==> config.mk <==
export PLATFORM = sky130hd
export DESIGN_NAME = pipeline_hazard_ctrl
export DESIGN_NICKNAME = d
export VERILOG_FILES = /design/src/rtl/hazard_pkg.sv /design/src/rtl/hazard_detect.sv /design/src/rtl/pipeline_hazard_ctrl.sv
export SDC_FILE = /design/constraint.sdc
export NUM_CORES = 1
export LEC_CHECK = 0
export BUFFER_PORTS_ARGS = -buffer_cell sky130_fd_sc_hd__buf_4
export CAP_MARGIN = 30
export CORE_AREA = 3 3 40 42
export DETAILED_ROUTE_END_ITERATION = 12
export DIE_AREA = 0 0 43 45
export GPL_TIMING_DRIVEN = 0
export PLACE_DENSITY = 0.82
export SLEW_MARGIN = 20
export SYNTH_ARGS = -nofsm -noshare
export SYNTH_HDL_FRONTEND = slang
export SYNTH_SLANG_ARGS = --single-unit
==> constraint.sdc <==
create_clock -name clk -period 1.6 [get_ports clk]
set_clock_uncertainty 0.1 [all_clocks]
set_input_delay 0.24 -clock clk [delete_from_list [all_inputs] [get_ports clk]]
set_output_delay 0.24 -clock clk [all_outputs]
set_load 0.02 [all_outputs]
==> src/rtl/hazard_pkg.sv <==
// ---------------------------------------------------------------------------
// hazard_pkg
// Shared types and constants for the pipeline hazard controller and the
// load-use comparator (also reused by the forwarding unit).
//   ST_*          : encodings of the controller FSM, also reported on ctrl_state
//   ctrl_state_t  : enum view of the same encodings
//   REG_ZERO      : hard-wired zero register index (never a hazard source)
//   DEF_REG_W     : default register-index width
//   CNT_W         : width of the stall/flush cycle counter (covers 1..7 cycles)
// ---------------------------------------------------------------------------
package hazard_pkg;

   localparam int DEF_REG_W = 5;
   localparam int CNT_W     = 3;
   localparam int REG_ZERO  = 0;

   localparam logic [1:0] ST_RUN        = 2'd0;
   localparam logic [1:0] ST_LOAD_STALL = 2'd1;
   localparam logic [1:0] ST_FLUSH      = 2'd2;
   localparam logic [1:0] ST_MEM_WAIT   = 2'd3;

   typedef enum logic [1:0] {
      RUN        = ST_RUN,
      LOAD_STALL = ST_LOAD_STALL,
      FLUSH      = ST_FLUSH,
      MEM_WAIT   = ST_MEM_WAIT
   } ctrl_state_t;

endpackage

==> src/rtl/hazard_detect.sv <==
// ---------------------------------------------------------------------------
// hazard_detect
// Purely combinational load-use comparator. Flags a hazard when the EX-stage
// load writes a register that the ID-stage instruction actually reads.
// Register 0 is excluded because writes to it are discarded.
// Ports:
//   rs1, rs2         in  ID source register indices
//   use_rs1, use_rs2 in  ID instruction reads rs1 / rs2
//   mem_read         in  EX instruction is a load
//   rd               in  EX destination register
//   hazard           out load-use hazard present
// ---------------------------------------------------------------------------
module hazard_detect
   import hazard_pkg::*;
#(
   parameter int REG_W = DEF_REG_W
) (
   input  logic [REG_W-1:0] rs1,
   input  logic [REG_W-1:0] rs2,
   input  logic             use_rs1,
   input  logic             use_rs2,
   input  logic             mem_read,
   input  logic [REG_W-1:0] rd,
   output logic             hazard
);

   localparam logic [REG_W-1:0] RD_ZERO = REG_W'(REG_ZERO);

   logic rd_live_s;
   logic rs1_hit_s;
   logic rs2_hit_s;

   assign rd_live_s = mem_read & (rd != RD_ZERO);
   assign rs1_hit_s = use_rs1 & (rs1 == rd);
   assign rs2_hit_s = use_rs2 & (rs2 == rd);
   assign hazard    = rd_live_s & (rs1_hit_s | rs2_hit_s);

endmodule

==> src/rtl/pipeline_hazard_ctrl.sv <==
// ---------------------------------------------------------------------------
// pipeline_hazard_ctrl
// Front-end sequencer for the 5-stage core: drives PC enable, IF/ID
// enable/flush and ID/EX bubble from memory stalls, taken branches and
// load-use hazards (priority in that order, evaluated in every state).
// The FSM updates on the falling clock edge, like the segment registers it
// gates; outputs are combinational from state and current inputs.
// Optional build macro: HAZARD_PERF_CNT_EN adds saturating perf counters.
// Ports:
//   clk, rst            clock (negedge active), async active-high reset
//   id_rs1/id_rs2       ID source registers, id_use_rs1/2 their read flags
//   ex_mem_read, ex_rd  EX load flag and destination register
//   ex_branch_taken     taken branch/jump resolved in EX (1-cycle pulse)
//   mem_busy            data memory not ready, freeze the front end
//   pc_en, if_id_en     PC / IF/ID write enables
//   if_id_flush         IF/ID loads NOP (overrides if_id_en)
//   id_ex_flush         ID/EX loads a bubble
//   ctrl_state          current FSM state (debug)
//   perf_stall_cnt      cycles with pc_en=0      (HAZARD_PERF_CNT_EN only)
//   perf_flush_cnt      cycles with if_id_flush=1 (HAZARD_PERF_CNT_EN only)
// ---------------------------------------------------------------------------
module pipeline_hazard_ctrl
   import hazard_pkg::*;
#(
   parameter int LOAD_STALL_CYC = 1,
   parameter int FLUSH_CYC      = 2,
   parameter int REG_W          = DEF_REG_W
) (
   input  logic             clk,
   input  logic             rst,
   input  logic [REG_W-1:0] id_rs1,
   input  logic [REG_W-1:0] id_rs2,
   input  logic             id_use_rs1,
   input  logic             id_use_rs2,
   input  logic             ex_mem_read,
   input  logic [REG_W-1:0] ex_rd,
   input  logic             ex_branch_taken,
   input  logic             mem_busy,
   output logic             pc_en,
   output logic             if_id_en,
   output logic             if_id_flush,
   output logic             id_ex_flush,
`ifdef HAZARD_PERF_CNT_EN
   output logic [31:0]      perf_stall_cnt,
   output logic [31:0]      perf_flush_cnt,
`endif
   output logic [1:0]       ctrl_state
);

   // Counter load values: remaining cycles after the one in which the event
   // is first seen (that cycle already produces the stall/flush).
   localparam logic [CNT_W-1:0] LS_INIT    = CNT_W'(LOAD_STALL_CYC - 1);
   localparam logic [CNT_W-1:0] FLUSH_INIT = CNT_W'(FLUSH_CYC - 1);
   localparam logic [CNT_W-1:0] CNT_ZERO   = {CNT_W{1'b0}};
   localparam logic [CNT_W-1:0] CNT_ONE    = {{(CNT_W-1){1'b0}}, 1'b1};

   logic [1:0]       state_r;
   logic [1:0]       state_nxt_s;
   logic [CNT_W-1:0] cnt_r;
   logic [CNT_W-1:0] cnt_nxt_s;
   logic             load_use_s;
   logic             pc_en_s;
   logic             if_id_en_s;
   logic             if_id_flush_s;
   logic             id_ex_flush_s;

   hazard_detect #(
      .REG_W    (REG_W)
   ) u_detect (
      .rs1      (id_rs1),
      .rs2      (id_rs2),
      .use_rs1  (id_use_rs1),
      .use_rs2  (id_use_rs2),
      .mem_read (ex_mem_read),
      .rd       (ex_rd),
      .hazard   (load_use_s)
   );

   // Next-state, counter and raw output decode with mem_busy > branch > load-use.
   always_comb begin
      state_nxt_s   = state_r;
      cnt_nxt_s     = cnt_r;
      pc_en_s       = 1'b1;
      if_id_en_s    = 1'b1;
      if_id_flush_s = 1'b0;
      id_ex_flush_s = 1'b0;
      if (mem_busy) begin
         // Freeze everything; counter held, state not saved.
         pc_en_s     = 1'b0;
         if_id_en_s  = 1'b0;
         state_nxt_s = ST_MEM_WAIT;
      end else if (ex_branch_taken) begin
         // Target loads into PC; wrong-path instructions are squashed.
         if_id_flush_s = 1'b1;
         id_ex_flush_s = 1'b1;
         cnt_nxt_s     = FLUSH_INIT;
         if (FLUSH_INIT != CNT_ZERO) begin
            state_nxt_s = ST_FLUSH;
         end else begin
            state_nxt_s = ST_RUN;
         end
      end else begin
         case (state_r)
            // MEM_WAIT with mem_busy low behaves as RUN this cycle, so the
            // front end restarts without an extra frozen cycle and any
            // pending counter is discarded in favour of re-evaluation.
            ST_RUN, ST_MEM_WAIT: begin
               if (load_use_s) begin
                  pc_en_s       = 1'b0;
                  if_id_en_s    = 1'b0;
                  id_ex_flush_s = 1'b1;
                  cnt_nxt_s     = LS_INIT;
                  if (LS_INIT != CNT_ZERO) begin
                     state_nxt_s = ST_LOAD_STALL;
                  end else begin
                     state_nxt_s = ST_RUN;
                  end
               end else begin
                  cnt_nxt_s   = CNT_ZERO;
                  state_nxt_s = ST_RUN;
               end
            end
            ST_LOAD_STALL: begin
               pc_en_s       = 1'b0;
               if_id_en_s    = 1'b0;
               id_ex_flush_s = 1'b1;
               cnt_nxt_s     = cnt_r - CNT_ONE;
               if (cnt_r <= CNT_ONE) begin
                  state_nxt_s = ST_RUN;
               end else begin
                  state_nxt_s = ST_LOAD_STALL;
               end
            end
            ST_FLUSH: begin
               if_id_flush_s = 1'b1;
               id_ex_flush_s = 1'b1;
               cnt_nxt_s     = cnt_r - CNT_ONE;
               if (cnt_r <= CNT_ONE) begin
                  state_nxt_s = ST_RUN;
               end else begin
                  state_nxt_s = ST_FLUSH;
               end
            end
            default: begin
               cnt_nxt_s   = CNT_ZERO;
               state_nxt_s = ST_RUN;
            end
         endcase
      end
   end

   // Reset forces the segments into a safe flushed/held condition.
   always_comb begin
      if (rst) begin
         pc_en       = 1'b0;
         if_id_en    = 1'b0;
         if_id_flush = 1'b1;
         id_ex_flush = 1'b1;
      end else begin
         pc_en       = pc_en_s;
         if_id_en    = if_id_en_s;
         if_id_flush = if_id_flush_s;
         id_ex_flush = id_ex_flush_s;
      end
   end

   assign ctrl_state = state_r;

   // FSM state and cycle counter, updated with the segment registers.
   always_ff @(negedge clk or posedge rst) begin
      if (rst) begin
         state_r <= ST_RUN;
         cnt_r   <= CNT_ZERO;
      end else begin
         state_r <= state_nxt_s;
         cnt_r   <= cnt_nxt_s;
      end
   end

`ifdef HAZARD_PERF_CNT_EN
   localparam logic [31:0] PERF_MAX = 32'hFFFF_FFFF;

   logic [31:0] perf_stall_r;
   logic [31:0] perf_flush_r;

   // Saturating counters of stalled-PC cycles and IF/ID flush cycles.
   always_ff @(negedge clk or posedge rst) begin
      if (rst) begin
         perf_stall_r <= 32'd0;
         perf_flush_r <= 32'd0;
      end else begin
         if (!pc_en && (perf_stall_r != PERF_MAX)) begin
            perf_stall_r <= perf_stall_r + 32'd1;
         end
         if (if_id_flush && (perf_flush_r != PERF_MAX)) begin
            perf_flush_r <= perf_flush_r + 32'd1;
         end
      end
   end

   assign perf_stall_cnt = perf_stall_r;
   assign perf_flush_cnt = perf_flush_r;
`else
   // Performance counters not built in this configuration.
`endif

endmodule

==> metrics, run 1 <==
outcome complete, but fails checks; failing checks setup timing; Synth Register Bits 5; grt total ovfl 0; critical path peak fanout 4; crit start category flip-flop; Synth area leaders dfrtn_1 (27%), xor2_1 (15%), ha_1 (11%); TritonCTS Buffers 3; post-synthesis sequential area ratio 26.6%; Fin. Hold Viols 0; Min-Delay Path Class reg2reg; storage element area 125 um^2; DRT iter0 DRCs 5; Max Buffers Root-to-Sink 2; post-synth cell types 26; Pwr per Cell Area 616 nW/um^2; WS Path Type reg2out; fin nets 118; CTS tree yes; Vias/cell 5.25; H-tree levels 1; RSZ-0062 raised after global routing true; Worst Slack Setup Final -1.25 ns; core area 1280 um^2; Slew Viols, Final 0; Synth Area in Compound Gates 23.1%; cell area after layout 870 um^2; root buffer cell clkbuf_4; total wire length 1360 um; Leak 0.000410 uW; Yosys top cell area share 26.6%; Worst-Skew Late Latency 0.26 ns; Post-Syn Area 470 um^2; post-route ant nets 0; critical path arrival 2.51 ns; Syn. warnings 0; Worst Setup End Kind primary output; worst slack at placement -1.07 ns; actual slew at the worst max-slew pin 0.309 ns; endpoints failing setup 6; GRT Overall Usage 15.4%; die area 1940 um^2; post-synthesis adder-cell area fraction 10.6%; vias in the first global route 572; Initial DRT Pass Iterations 2; # diodes 0; routed length per instance 12.8 um; DP Area 747 um^2; Tot Pwr 535 uW; Synth Net Count 79; Die Wd 43 um; Peak VDD IR 314 uV; Post-Synth XOR/XNOR Area 18.6%; synthesis-to-finish area growth 84.8%; first-pass GRT wire length 2230 um; area of the multi-input gates 360 um^2; Worst Path Required 1.26 ns; Synth Area in Simple Gates 13.0%; Worst slew margin 79.2%; Max Cap Viol 0; HPWL after DPL 998 um; gpl congestion 0.672; Mean Syn Cell Area 8.88 um^2; initial antenna violation count 0; layout cells sized above 1 54.9%; CTS Sinks 5; Yosys top cell by area dfrtn_1; DRC violation count after routing 0; Fill cells 109; largest net degree at the start of global routing 11; Mapped Cells 53; IO buf count 27; DR vias 557; Reg clk slew, reported paths 0.04 ns; Die Span Y 45 um; mux cell area share after synthesis 0%; num rows 13; Initial Utilization 36.6%; IO Count 28; main combinational cell family by area after synthesis compound AO/OA/AOI/OAI gates
report_power, final:
group	internal (uW)	switching, uW
registers	139	8.59
clock network	94.8	59.3
logic	129	105
total	363	173
Yosys cell counts (all sizes together):
cell type / n
a211oi: 1
a21oi: 2
a311o: 1
a311oi: 1
a31o: 1
a32oi: 1
and2: 1
buf: 1
clkbuf: 1
dfrtn: 5
ha: 4
inv: 7
nand2: 1
nand4b: 1
nor2: 3
nor3: 1
nor4: 2
o21ai: 4
o21bai: 1
o31ai: 1
o41a: 1
o41ai: 1
or4: 1
xnor2: 2
xor2: 8
critical path, stage by stage, from the launching register on:
cell and delay, ns:
dfrtn_1 0.42, inv_2 0.05, ha_4 0.27, inv_4 0.04, o41a_1 0.43, buf_6 0.13, buf_6 0.12
final timing paths:
path | end | startpoint | cells after the start | slack, ns
setup / recovery | pc_en | ctrl_state[0] | 6 | -1.25
hold reg to reg | cnt_r[2] | cnt_r[2] | 1 | 0.32
setup reg to reg | cnt_r[2] | ctrl_state[0] | 7 | 0.17
max in group asynchronous | cnt_r[0] | rst | 2 | 0.66
hold / removal | cnt_r[2] | cnt_r[2] | 1 | 0.32
min in group asynchronous | ctrl_state[1] | rst | 2 | 0.51
registers in the layout (all words and copies together) (netlist names):
| name | cells |
|---|---|
| cnt_r | 3 |
| ctrl_state | 2 |
metrics by stage:
step	setup TNS (ns)	cells	hold WS [ns]	util (%)
after CTS	-5.15	104	0.321	65.3
after global placement	-4.38	95	0.308	58.1
final	-5.26	106	0.319	67.7
after floorplan	-3.67	53	0.279	-
after detailed placement	-4.53	95	0.324	58.1
after global routing	-5.60	106	0.341	67.7
routing by layer:
metal | share of wire, % | track usage, % | wire (um) | vias to the layer above
li1 | - | - | - | 269
met1 | 36 | 14.6 | 485 | 258
met2 | 54 | 31.1 | 738 | 27
met3 | 7.7 | 2.39 | 105 | 3
met4 | 2.2 | 9.04 | 30 | 0
met5 | 0 | 0 | 0 | -
cell usage in the layout (no fill, tap or decap):
cell,synthesis,layout
o21ai_1,0,2
o41a_1,1,1
a21oi_2,0,1
nand4b_1,1,1
dfrtn_1,5,5
a21oi_1,2,1
nor4_1,1,1
or4_1,1,1
o21ai_2,0,1
nor2_1,3,2
a311oi_2,0,1
and2_0,1,1
buf_6,0,6
ha_1,4,3
a32oi_1,1,1
inv_4,0,1
buf_4,1,29
xnor2_1,2,2
inv_1,7,5
nor4_2,1,1
ha_4,0,1
inv_2,0,1
clkbuf_16,0,1
o21ai_0,4,1
a211oi_2,0,1
o21bai_1,1,1
nor2_4,0,1
nand2_1,1,1
xor2_1,8,8
o41ai_1,1,1
nor3_1,1,1
o31ai_2,0,1
clkbuf_4,0,3
clkbuf_1,1,1
a311o_1,1,1
a31o_4,0,1
what timing repair did:
item | CTS | global route
buffers inserted | 5 | 2
gates resized for setup | 8 | 3
setup endpoints to repair | 6 | 7
hold endpoints to repair | 0 | 0
hold buffers | 0 | 0
pin swaps | 2 | 3
cell families after synthesis:
group           after synthesis
xor+xnor                     10
buf+inv                       9
fa+ha+maj                     4
simple gates                 10
compound gates               15
flops                         5
final cells by class:
class	instances	area share [%]
Sequential cell	5	14.4
Timing Repair Buffer	34	31.5
Multi-Input combinational cell	39	41.4
Clock buffer	4	3.02
Buffer	2	4.17
Tap cell	15	2.16
Inverter	7	3.31
(Power assumes the default switching activity.)
==> inputs of run 2 (changes only) <==
--- a/config.mk
+++ b/config.mk
@@ -11,5 +11,4 @@
 export DETAILED_ROUTE_END_ITERATION = 12
 export DIE_AREA = 0 0 43 45
-export GPL_TIMING_DRIVEN = 0
 export PLACE_DENSITY = 0.82
 export SLEW_MARGIN = 20
==> constraint.sdc (replaced) <==
create_clock -name clk -period 1.6 [get_ports clk]
set_clock_uncertainty 0.1 [all_clocks]
set_input_delay 0.32 -clock clk [delete_from_list [all_inputs] [get_ports clk]]
set_output_delay 0.32 -clock clk [all_outputs]
set_load 0.02 [all_outputs]
==> metrics, run 2 (same netlist as run 1, synthesis figures left out) <==
outcome complete, but fails checks; failing checks setup timing; IO Count 28 (unchanged); crit path cell chain inv_2, ha_4, inv_2, a311oi_2, o41a_1, buf_4; Die Wd 43 um (unchanged); critical path arrival 2.45 ns (-0.06 ns); GRT Overall Usage 15.8% (+0.39 points); core area 1280 um^2 (unchanged); Vias/cell 5.05 (-3.8%); CP delay by family, top compound AO/OA/AOI/OAI gates; DRC violation count after routing 0 (unchanged); grt total ovfl 0 (unchanged); Min-Delay Path Class reg2reg; fin nets 123 (+4.2%); layout cells sized above 1 57.3% (+2.3 points); IO buf count 27 (unchanged); # diodes 0 (unchanged); die area 1940 um^2 (unchanged); vias in the first global route 587 (+2.6%); Peak VDD IR 283 uV (-10%); Slew Viols, Final 0 (unchanged); DR vias 561 (+0.72%); Initial DRT Pass Iterations 4 (+2); commonest non-fill, non-tap cell in the layout buf_4; Max Buffers Root-to-Sink 2 (unchanged); DRT iter0 DRCs 4 (-1); TritonCTS Buffers 3 (unchanged); largest net degree at the start of global routing 10 (-1); Fill cells 117 (+7.3%); hold slack 0.314 ns (-0.00449 ns); Worst slew margin 81.4% (+2.2 points); critical path peak fanout 3 (-1); Critical path buffers and inverters 3 (-1); HPWL after DPL 1130 um (+14%); Die Span Y 45 um (unchanged); synthesis-to-finish area growth 86.2%; endpoints failing setup 6 (unchanged); crit start category flip-flop; placed cells 103 (+8.4%); RSZ-0062 raised after global routing true; Leak 0.000424 uW (+3.4%); most frequent cells in the layout buf_4 (36), xor2_1 (8), inv_1 (5), dfrtn_1 (5), buf_6 (5); Largest register FFs 3 (unchanged); Reg with most FFs cnt_r; Pwr per Cell Area 606 nW/um^2 (-1.5%); routed length per instance 12.2 um (-4.9%); H-tree levels 1 (unchanged); first-pass GRT wire length 2240 um (+0.31%); Most common cell on crit path inv_2; Tot Pwr 531 uW (-0.79%); initial antenna violation count 0 (unchanged); Max Cap Viol 0 (unchanged); Worst Setup End Kind primary output; max incr delay on CP 0.43 ns (about the same); actual slew at the worst max-slew pin 0.276 ns (-0.0333 ns); cts hold-fix bufs 0 (unchanged); Initial Utilization 36.6% (unchanged); root buffer cell clkbuf_4; num rows 13 (unchanged); Slowest cell on crit path dfrtn_1; gpl congestion 0.678 (+0.80%); Worst Slack Setup Final -1.27 ns (-0.0126 ns); Final Non-Filler Cells 111 (+4.7%); Worst-Skew Late Latency 0.26 ns (about the same); CTS tree yes; CTS Sinks 5 (unchanged); Reg clk slew, reported paths 0.04 ns (about the same); Fin. Hold Viols 0 (unchanged); post-layout util 68.2% (+0.49 points); post-route ant nets 0 (unchanged); WS Path Type reg2out; total wire length 1350 um (-0.44%); Worst Path Required 1.18 ns (-0.08 ns)
run 2: routing by layer:
metal / routed length (um) / global-route usage (%)
met1: 484 / 16.2
met2: 714 / 26.6
met3: 109 / 2.79
met4: 46 / 16.3
met5: 0 / 0
run 2: worst paths after layout:
check                         startpoint            end  slack (ns)  cells after the start
max in group asynchronous            rst  ctrl_state[0]        0.58                      2
setup reg to reg           ctrl_state[0]       cnt_r[0]        0.11                      6
hold reg to reg                 cnt_r[2]       cnt_r[2]        0.31                      1
setup / recovery           ctrl_state[0]          pc_en       -1.27                      6
hold / removal                  cnt_r[2]       cnt_r[2]        0.31                      1
min in group asynchronous            rst       cnt_r[2]        0.59                      2
run 2: per-stage QoR:
step / TNS [ns] / setup WS [ns] / area [um^2]
6_report: -5.75 / -1.27 / 876
5_1_grt: -6.09 / -1.34 / 876
4_1_cts: -5.61 / -1.26 / 842
3_5_place_dp: -4.94 / -0.985 / 788
3_3_place_gp: -4.67 / -0.949 / 788
2_1_floorplan: -4.48 / -1.23 / 528
run 2: what timing repair did:
action / CTS / global route
setup buffers: 1 / 3
endpoints found under the setup margin: 6 / 6
gates resized for setup: 5 / 3
pin swaps: 1 / 1
run 2: final cells by class:
cell class	count	area, um^2	share of cell area [%]
multi-input cells	39	353	40.3
inverters	7	26.3	3.00
clock buffers	4	26.3	3.00
well taps	15	18.8	2.14
repair buffers	41	327	37.3
flip-flops and latches	5	125	14.3
run 2: power breakdown:
group	total [uW]	switching, uW	internal, uW
Combinational	228	101	127
Sequential	149	10.0	139
Clock	154	59.2	94.8
Total	531	170	361
==> inputs of run 3 (changes only) <==
- CAP_MARGIN: 30 -> 25
- CORE_AREA: 3 3 40 42 -> default
- CORE_MARGIN: default -> 3
- CORE_UTILIZATION: default -> 35
- DIE_AREA: 0 0 43 45 -> default
- GPL_ROUTABILITY_DRIVEN: default -> 1
- PLACE_DENSITY: 0.82 -> 0.81
==> metrics, run 3 (same netlist as run 1, synthesis figures left out) <==
Net Sw Frac 32.2% (+0.16 points); GRT Overall Usage 19.7% (+3.9 points); r2r endpoint ctrl_state[1]; Crit Reg-Reg Startpoint ctrl_state[0]; DR vias 585 (+4.3%); Hold Path Stages 1 (unchanged); worst slack at placement -0.998 ns (-0.0135 ns); synthesis-to-finish area growth 90.7%; worst hold start cnt_r[2]; Worst-Skew Late Latency 0.25 ns (about the same); CTS Sinks 5 (unchanged); Initial DRT Pass Iterations 4 (unchanged); root buffer cell clkbuf_4; Worst Setup End Kind primary output; max incr delay on CP 0.43 ns (about the same); sw power 175 uW (+3.1%); Worst Slack Setup Final -1.25 ns (+0.0165 ns); Reg with most FFs cnt_r; Reg clk slew, reported paths 0.04 ns (about the same); post-route ant nets 0 (unchanged); Worst slew margin 77.2% (-4.2 points); post-layout util 75.6% (+7.5 points); critical path arrival 2.43 ns (-0.02 ns); Max Cap Viol 0 (unchanged); Worst Path Required 1.18 ns (about the same); TritonCTS Buffers 3 (unchanged); total wire length 1690 um (+25%); Critical path buffers and inverters 3 (unchanged); Pwr per Cell Area 607 nW/um^2 (+0.17%); Vias/cell 5.22 (+3.3%); crit path cell chain inv_2, ha_4, inv_2, o41a_1, buf_4; Post-Route Setup TNS -5.69 ns (+0.0653 ns); cts hold-fix bufs 0 (unchanged); Min-Delay Path Class reg2reg; Peak VDD IR 323 uV (+14%); initial antenna violation count 0 (unchanged); Die Span Y 42.7 um (-5.2%); Gate power share 45.1% (+2.2 points); Int Pwr 370 uW (+2.4%); Slew Viols, Final 0 (unchanged); H-tree levels 1 (unchanged); CP delay by family, top flip-flops; failing checks setup timing; Tot Pwr 545 uW (+2.6%); outcome complete, but fails checks; Max Buffers Root-to-Sink 2 (unchanged); critical path peak fanout 4 (+1); die area 1820 um^2 (-5.9%); reg-to-reg slack, setup 0.12 ns (about the same); first-pass GRT wire length 2600 um (+16%); endpoints failing setup 7 (+1); commonest non-fill, non-tap cell in the layout buf_4; # diodes 0 (unchanged); Most common cell on crit path inv_2; Worst Hold End cnt_r[2]; RSZ-0062 raised after global routing true; actual slew at the worst max-slew pin 0.339 ns (+0.0632 ns); register share of total power 27.4% (-0.7 points); routed length per instance 15.1 um (+24%); WS Path Type reg2out; fin nets 125 (+1.6%); DRC violation count after routing 0 (unchanged); HPWL after DPL 1300 um (+14%); vias in the first global route 572 (-2.6%); IO Count 28 (unchanged); Initial Utilization 39.7% (+3.1 points); num rows 12 (-1); gpl congestion 0.765 (+13%); CTS tree yes; DRT iter0 DRCs 31 (+27); core area 1190 um^2 (-7.7%); layout cells sized above 1 59.2% (+1.9 points); Reg2Reg Depth 5 (-1); grt total ovfl 0 (unchanged); largest net degree at the start of global routing 10 (unchanged); Slowest cell on crit path dfrtn_1; Clk pwr share 27.5% (-1.5 points); Die Wd 42.7 um (-0.79%); crit start category flip-flop; Leak 0.000432 uW (+2.0%); Largest register FFs 3 (unchanged); IO buf count 27 (unchanged); most frequent cells in the layout buf_4 (38), xor2_1 (8), inv_1 (5), dfrtn_1 (5), buf_6 (5); Fin. Hold Viols 0 (unchanged)
## run 3: cell count changes in the layout (fill, tap and decap cells not counted), sizes merged
cell,change
buf,+2
## run 3: worst max-delay path by stage
stage                              from        to  slack [ns]  depth (start not counted)
after floorplan           ctrl_state[0]     pc_en       -1.23                          6
after global placement    ctrl_state[1]     pc_en       -0.95                          5
after detailed placement  ctrl_state[1]  if_id_en        -1.0                          5
after CTS                 ctrl_state[0]  if_id_en       -1.24                          5
after global routing      ctrl_state[0]  if_id_en       -1.33                          5
final                     ctrl_state[0]  if_id_en       -1.25                          5
## run 3: cell type report
class	instances	area [um^2]
Multi-Input combinational cell	39	360
Sequential cell	5	125
Clock buffer	4	26.3
Timing Repair Buffer	43	342
Tap cell	14	17.5
Fill cell	78	289
Inverter	7	26.3
## run 3: per-layer routing
metal | GRT usage, % | vias up | routed length [um]
met5 | 0 | - | 0
met4 | 9.32 | 0 | 0
met3 | 3.81 | 0 | 102
met2 | 35.0 | 30 | 955
met1 | 22.1 | 274 | 632
li1 | - | 281 | -
## run 3: timing repair
item | in CTS | in global routing
endpoints found under the setup margin | 6 | 6
cloned | 0 | 0
gates resized for setup | 8 | 3
setup buffers | 2 | 3
pin swaps | 0 | 1
## run 3: metrics by stage
| stage | cells | hold slack [ns] | instance area [um^2] |
|---|---|---|---|
| 2_1_floorplan | 53 | 0.279 | 528 |
| 3_3_place_gp | 104 | 0.302 | 802 |
| 3_5_place_dp | 104 | 0.345 | 802 |
| 4_1_cts | 110 | 0.348 | 872 |
| 5_1_grt | 112 | 0.371 | 897 |
| 6_report | 112 | 0.345 | 897 |
## run 3: power by group through the flow
| stage | Sequential, uW | Clock [uW] | Combinational [uW] |
|---|---|---|---|
| finish | 149 | 150 | 246 |
| global route | 151 | 168 | 264 |
| CTS | 149 | 152 | 228 |
| detailed placement | 151 | 0 | 211 |
| global placement | 149 | 0 | 204 |
| floorplan | 153 | 0 | 104 |
